**config.mk**
```make
export PLATFORM = sky130hd
export DESIGN_NAME = multdiv_ctrl_flat
export DESIGN_NICKNAME = d
export VERILOG_FILES = /design/src/rtl/multdiv_ctrl_pkg.sv /design/src/rtl/multdiv_ctrl_if.sv /design/src/rtl/step_counter.sv /design/src/rtl/multdiv_ctrl.sv /design/src/flat_wrapper.sv
export SDC_FILE = /design/constraint.sdc
export NUM_CORES = 1
export LEC_CHECK = 0
export CORE_MARGIN = 2
export CORE_UTILIZATION = 40
export CTS_CLUSTER_DIAMETER = 80
export DETAILED_ROUTE_END_ITERATION = 10
export PLACE_DENSITY = 0.82
export SLEW_MARGIN = 20
export SYNTH_ARGS = -nofsm -noshare
export SYNTH_HDL_FRONTEND = slang
export SYNTH_SLANG_ARGS = --single-unit
```
**constraint.sdc**
```tcl
create_clock -name clk -period 3.75 [get_ports clk]
set_input_delay 0.75 -clock clk [delete_from_list [all_inputs] [get_ports clk]]
set_output_delay 0.75 -clock clk [all_outputs]
set_load 0.01 [all_outputs]
```
**src/rtl/multdiv_ctrl_pkg.sv**
```systemverilog
// Shared types and constants for the multiply/divide sequencing controllers.
package multdiv_ctrl_pkg;

  localparam int unsigned DATA_W         = 32;
  localparam int unsigned MULT_STEPS_DEF = 16;
  localparam int unsigned DIV_STEPS_DEF  = 32;

  typedef enum logic [1:0] {
    IDLE = 2'd0,
    MULT = 2'd1,
    DIV  = 2'd2,
    DONE = 2'd3
  } state_t;

endpackage

```
**src/rtl/multdiv_ctrl_if.sv**
```systemverilog
// Bundle between the multdiv controller, its requester and the external mult/div datapaths.
interface multdiv_ctrl_if;
  import multdiv_ctrl_pkg::*;

  logic              ctrl_MULT;
  logic              ctrl_DIV;
  logic [DATA_W-1:0] data_operandA;
  logic [DATA_W-1:0] data_operandB;
  logic [DATA_W-1:0] op_A;
  logic [DATA_W-1:0] op_B;
  logic [DATA_W-1:0] counter;
  logic [DATA_W-1:0] mult_product;
  logic              mult_overflow;
  logic [DATA_W-1:0] div_quotient;
  logic              div_exception;
  logic [DATA_W-1:0] data_result;
  logic              data_exception;
  logic              data_resultRDY;

  // Controller side
  modport slave (
    input  ctrl_MULT, ctrl_DIV, data_operandA, data_operandB,
    input  mult_product, mult_overflow, div_quotient, div_exception,
    output op_A, op_B, counter, data_result, data_exception, data_resultRDY
  );

  // Requester plus datapath side
  modport master (
    output ctrl_MULT, ctrl_DIV, data_operandA, data_operandB,
    output mult_product, mult_overflow, div_quotient, div_exception,
    input  op_A, op_B, counter, data_result, data_exception, data_resultRDY
  );

endinterface

```
**src/rtl/step_counter.sv**
```systemverilog
// Iteration counter with synchronous clear and enable; saturates at all-ones instead of wrapping.
module step_counter #(
  parameter int unsigned WIDTH = 32
) (
  input  logic             clk,
  input  logic             reset_n,
  input  logic             clr,
  input  logic             en,
  output logic [WIDTH-1:0] count
);

  always_ff @(posedge clk or negedge reset_n) begin
    if (!reset_n) begin
      count <= '0;
    end else if (clr) begin
      count <= '0;
    end else if (en && (count != '1)) begin
      count <= count + WIDTH'(1);
    end
  end

endmodule

```
**src/rtl/multdiv_ctrl.sv**
```systemverilog
// Sequencing controller for iterative multiply/divide datapaths: latches operands,
// drives the step count and captures the datapath result after the final step.
module multdiv_ctrl
  import multdiv_ctrl_pkg::*;
#(
  parameter int unsigned MULT_STEPS = MULT_STEPS_DEF,
  parameter int unsigned DIV_STEPS  = DIV_STEPS_DEF
) (
  input  logic           clk,
  input  logic           reset_n,
  multdiv_ctrl_if.slave  bus
);

  localparam logic [DATA_W-1:0] MULT_LAST = DATA_W'(MULT_STEPS);
  localparam logic [DATA_W-1:0] DIV_LAST  = DATA_W'(DIV_STEPS);

  state_t state;

  logic start_c;
  logic mult_last_c;
  logic div_last_c;
  logic div_zero_c;
  logic cnt_en_c;

  // Step decode; a zero divisor exits once the load step (count 0) has been taken
  always_comb begin
    start_c     = 1'b0;
    mult_last_c = 1'b0;
    div_last_c  = 1'b0;
    div_zero_c  = 1'b0;
    cnt_en_c    = 1'b0;

    start_c     = bus.ctrl_MULT | bus.ctrl_DIV;
    mult_last_c = (state == MULT) && (bus.counter == MULT_LAST);
    div_last_c  = (state == DIV)  && (bus.counter == DIV_LAST);
    div_zero_c  = (state == DIV)  && (bus.op_B == '0) && (bus.counter != '0);
    cnt_en_c    = ((state == MULT) && !mult_last_c) ||
                  ((state == DIV)  && !div_last_c && !div_zero_c);
  end

  step_counter #(
    .WIDTH (DATA_W)
  ) u_step_counter (
    .clk     (clk),
    .reset_n (reset_n),
    .clr     (start_c),
    .en      (cnt_en_c),
    .count   (bus.counter)
  );

  // A strobe in any state restarts; multiply has priority over divide
  always_ff @(posedge clk or negedge reset_n) begin
    if (!reset_n) begin
      state              <= IDLE;
      bus.op_A           <= '0;
      bus.op_B           <= '0;
      bus.data_result    <= '0;
      bus.data_exception <= 1'b0;
      bus.data_resultRDY <= 1'b0;
    end else begin
      bus.data_resultRDY <= 1'b0;
      if (start_c) begin
        bus.op_A <= bus.data_operandA;
        bus.op_B <= bus.data_operandB;
        state    <= bus.ctrl_MULT ? MULT : DIV;
      end else begin
        case (state)
          IDLE: state <= IDLE;
          MULT: begin
            if (mult_last_c) begin
              bus.data_result    <= bus.mult_product;
              bus.data_exception <= bus.mult_overflow;
              bus.data_resultRDY <= 1'b1;
              state              <= DONE;
            end
          end
          DIV: begin
            if (div_zero_c) begin
              bus.data_result    <= '0;
              bus.data_exception <= 1'b1;
              bus.data_resultRDY <= 1'b1;
              state              <= DONE;
            end else if (div_last_c) begin
              bus.data_result    <= bus.div_quotient;
              bus.data_exception <= bus.div_exception;
              bus.data_resultRDY <= 1'b1;
              state              <= DONE;
            end
          end
          DONE:    state <= IDLE;
          default: state <= IDLE;
        endcase
      end
    end
  end

endmodule

```
**src/flat_wrapper.sv**
```systemverilog
// flat-port wrapper written by rule: the top's interface ports become plain ports
module multdiv_ctrl_flat import multdiv_ctrl_pkg::*;
#(
  parameter int unsigned MULT_STEPS = MULT_STEPS_DEF,
  parameter int unsigned DIV_STEPS  = DIV_STEPS_DEF
)
  (clk, reset_n, bus_ctrl_MULT, bus_ctrl_DIV, bus_data_operandA, bus_data_operandB, bus_mult_product, bus_mult_overflow, bus_div_quotient, bus_div_exception, bus_op_A, bus_op_B, bus_counter, bus_data_result, bus_data_exception, bus_data_resultRDY);
  multdiv_ctrl_if bus_i ();
  input  logic clk;
  input  logic reset_n;
  input wire logic [$bits(bus_i.ctrl_MULT)-1:0] bus_ctrl_MULT;
  input wire logic [$bits(bus_i.ctrl_DIV)-1:0] bus_ctrl_DIV;
  input wire logic [$bits(bus_i.data_operandA)-1:0] bus_data_operandA;
  input wire logic [$bits(bus_i.data_operandB)-1:0] bus_data_operandB;
  input wire logic [$bits(bus_i.mult_product)-1:0] bus_mult_product;
  input wire logic [$bits(bus_i.mult_overflow)-1:0] bus_mult_overflow;
  input wire logic [$bits(bus_i.div_quotient)-1:0] bus_div_quotient;
  input wire logic [$bits(bus_i.div_exception)-1:0] bus_div_exception;
  output wire logic [$bits(bus_i.op_A)-1:0] bus_op_A;
  output wire logic [$bits(bus_i.op_B)-1:0] bus_op_B;
  output wire logic [$bits(bus_i.counter)-1:0] bus_counter;
  output wire logic [$bits(bus_i.data_result)-1:0] bus_data_result;
  output wire logic [$bits(bus_i.data_exception)-1:0] bus_data_exception;
  output wire logic [$bits(bus_i.data_resultRDY)-1:0] bus_data_resultRDY;
  assign bus_i.ctrl_MULT = bus_ctrl_MULT;
  assign bus_i.ctrl_DIV = bus_ctrl_DIV;
  assign bus_i.data_operandA = bus_data_operandA;
  assign bus_i.data_operandB = bus_data_operandB;
  assign bus_i.mult_product = bus_mult_product;
  assign bus_i.mult_overflow = bus_mult_overflow;
  assign bus_i.div_quotient = bus_div_quotient;
  assign bus_i.div_exception = bus_div_exception;
  assign bus_op_A = bus_i.op_A;
  assign bus_op_B = bus_i.op_B;
  assign bus_counter = bus_i.counter;
  assign bus_data_result = bus_i.data_result;
  assign bus_data_exception = bus_i.data_exception;
  assign bus_data_resultRDY = bus_i.data_resultRDY;
  multdiv_ctrl #(.MULT_STEPS(MULT_STEPS), .DIV_STEPS(DIV_STEPS)) u_core (.clk(clk), .reset_n(reset_n), .bus(bus_i));
endmodule
```
==> qor.txt <==
Worst Setup End Kind: register
Mapped Area: 6445 um2
Most common cell after layout, fill and taps aside: clkdlybuf4s50_1
Highest clock rate: 0.3082 GHz
Dpl ws: 0.5190 ns
Die ar.: 17,140 um2
Sequential area share after synthesis: 51.25%
1st-iter DRT viols: 400
Critical Path Source Type: register
Final setup viols: 0
H-tree Lvls: 4
DRC: 0
GRT Max-Usage Layer: met2
EDFF count, synth: 0
Post-CTS setup buffer count: 0
Synth Register Bits: 132
Setup tns final: 0 ns
FILL cells: 1,304
CP Class: register to register
Max Root-Sink Buffers: 2
Synthesized instance count: 703
Hold crit path type: primary input to asynchronous set/reset pin
Setup Skew: 0.008895 ns
Cell area after layout: 9778 um2
Util after Layout: 61.78%
Yosys warning count: 0
Avg Vias per Cell: 5.039
Cell Pwr Density: 484.9 nW/um2
Initial antenna violation count: 0
Max Cap Viol: 0
Syn-to-layout area delta: 51.72%
Syn_nets: 841
Die H: 130.9 um
Area leader, netlist: dfrtp_1
Die Wd: 130.9 um
Status: finished, final reports clean
Leakage power figure: 0.004406 uW
CP required: 4.04 ns
Via Count: 5,956
Row cnt: 46
Main flop type after synthesis: dfrtp_1
Clk_lat worst skew: 0.41 ns
Final hold vios: 0
Max IR drop VDD: 0.2815 mV
Met1 Use GR: 27.11%
I/O Pins: 264
Cell variety after synth: 45
Register area: 3303 um2
FF-to-FF Start: u_core.u_step_counter.count[0]$_DFFE_PN0P_
Commonest cells after routing, fill and taps aside: clkdlybuf4s50_1 (262), nand2_1 (247), dfrtp_1 (132)
Grt ovf: 0
CTS tree: yes
R2R Path End: u_core.bus.data_result[0]$_DFFE_PN0P_
Slew Limit Fails: 0
Worst Tran Pin Value: 0.7151 ns
Vias in the first global route: 5,629
Post-CTS sizing: 0
Multi-input logic area: 2776 um2
Dpl cell area: 9210 um2
Fin crit share: 86.52%
Setup slack after layout: 0.5054 ns
Port bufs: 263
Root Buffer Master: clkbuf_16
Maximum fanout along the worst path: 33
Non-Filler Instances: 1,182
Worst-path clk slew: 0.06 ns
Clock Sinks: 132
Core area: 15,830 um2
Initial Util: 40.72%
Ranking of synthesized cells by area: dfrtp_1 (51%), nand2_1 (14%), mux2_4 (7.0%), o22ai_1 (3.1%), inv_1 (2.3%)
Final-stage net count: 1,090
Avg Cell Area, Syn: 9.168 um2
Async SR Flop Fraction: 100.0%
Dpl cells: 1,149
Post-synth top area share: 51.25%
Drt first pass iters: 5
Largest net degree at the start of global routing: 76
Slew headroom: 52.33%
DP Wirelength: 13,320 um
First-pass GRT wire length: 28,670 um
M3 GR Usage: 7.288%
WL final: 18,770 um
R2R Setup Slk: 0.51 ns
CTS Buf Count: 17
Worst Reg2Reg Path Length in Cells: 10
RSZ-0062 raised after global routing: false
GPL Wtd Cong: 0.8415
WP data arrival: 3.54 ns
Share of cells above drive strength 1: 9.016%
Wire length per cell: 15.88 um
Met2 Usage GRT: 34.44%
DRT antenna net count: 0
Hold_buf cts: 0
Tot GR Track Use: 21.46%
Min Tclk post-route: 3.245 ns
Yosys cell counts, types with 2 or more instances:
| library cell | n |
|---|---|
| or3_1 | 15 |
| o31a_1 | 2 |
| inv_1 | 39 |
| or2_2 | 2 |
| a31o_2 | 2 |
| and2_1 | 3 |
| nor4_1 | 11 |
| mux2_2 | 3 |
| mux2_4 | 30 |
| xnor2_1 | 2 |
| nand3_1 | 13 |
| nand2_1 | 247 |
| a21oi_1 | 28 |
| buf_2 | 3 |
| or4_1 | 11 |
| dfrtp_1 | 132 |
| ha_1 | 4 |
| clkbuf_1 | 33 |
| buf_12 | 3 |
| nor2b_1 | 3 |
| mux2i_1 | 2 |
| buf_6 | 3 |
| o21ai_0 | 12 |
| nand4_1 | 10 |
| and4_1 | 6 |
| o22ai_1 | 32 |
| o31ai_1 | 11 |
| nor2_1 | 15 |
| a22oi_1 | 2 |
| and3_1 | 6 |
| nor3_1 | 4 |
area by class of cell:
| type | instances | share of cell area, % |
|---|---|---|
| Sequential cell | 132 | 33.78 |
| Inverter | 39 | 1.497 |
| Timing Repair Buffer | 272 | 27.75 |
| Clock inverter | 13 | 1.254 |
| Tap cell | 216 | 2.764 |
| Antenna cell | 1 | 0.02559 |
| Multi-Input combinational cell | 490 | 28.39 |
| Clock buffer | 19 | 4.530 |
metal layers:
metal | vias up | wire length (um)
li1 | 2886 | -
met1 | 2801 | 7841
met2 | 246 | 8738
met3 | 23 | 1855
met4 | 0 | 331
met5 | - | 0
cells by family (layout without fill, tap and decap cells):
kind of cell	count (synthesis)	after routing	share of synthesized area [%]
flip-flops	132	132	51.25
other	0	1	0
multiplexers	35	35	7.824
AND/OR/NAND/NOR	350	350	24.27
adder cells (fa/ha/maj)	4	4	0.7766
XOR/XNOR	3	3	0.4078
AO/OA/AOI/OAI	98	98	9.591
buffers and inverters	81	343	5.882
registers in the layout, summed over array words and instances (netlist names):
register,flops
u_core.state,2
u_core.u_step_counter.count,32
u_core.bus.data_resultRDY,1
u_core.bus.op_A,32
u_core.bus.data_result,32
u_core.bus.data_exception,1
u_core.bus.op_B,32
through the flow:
stage,total power [uW],hold slack [ns]
floorplan,2387,0.4544
global placement,3125,0.4483
detailed placement,3159,0.4553
CTS,4778,0.3930
global route,4955,0.4184
finish,4742,0.3701
critical path: stages (launching register included):
cell     delay (ns)
dfrtp_1        0.42
inv_1          0.09
ha_1           0.16
nor4b_2        0.31
nand2_1        0.11
or3_4          0.41
o31a_1         0.28
o21ai_2        0.27
or3_2          0.17
buf_4          0.48
mux2_2         0.40
how the worst max path moves through the flow:
stage / startpoint / endpoint / slack (ns)
floorplan: u_core.u_step_counter.count[0]$_DFFE_PN0P_ / u_core.bus.data_result[10]$_DFFE_PN0P_ / 0.95
CTS: u_core.state[0]$_DFFE_PN0P_ / u_core.bus.data_result[23]$_DFFE_PN0P_ / 0.49
finish: u_core.u_step_counter.count[0]$_DFFE_PN0P_ / u_core.bus.data_result[0]$_DFFE_PN0P_ / 0.51
global placement: u_core.state[0]$_DFFE_PN0P_ / u_core.bus.data_result[18]$_DFFE_PN0P_ / 0.58
global route: u_core.u_step_counter.count[0]$_DFFE_PN0P_ / u_core.bus.data_result[0]$_DFFE_PN0P_ / 0.35
detailed placement: u_core.state[0]$_DFFE_PN0P_ / u_core.bus.data_result[7]$_DFFE_PN0P_ / 0.52
where the power goes:
part	total, uW	internal [uW]	switching, uW
registers	1820	1670	153
clock network	1610	939	670
logic	1310	824	490
total	4740	3430	1310
Power figures use the tool's default switching activity.
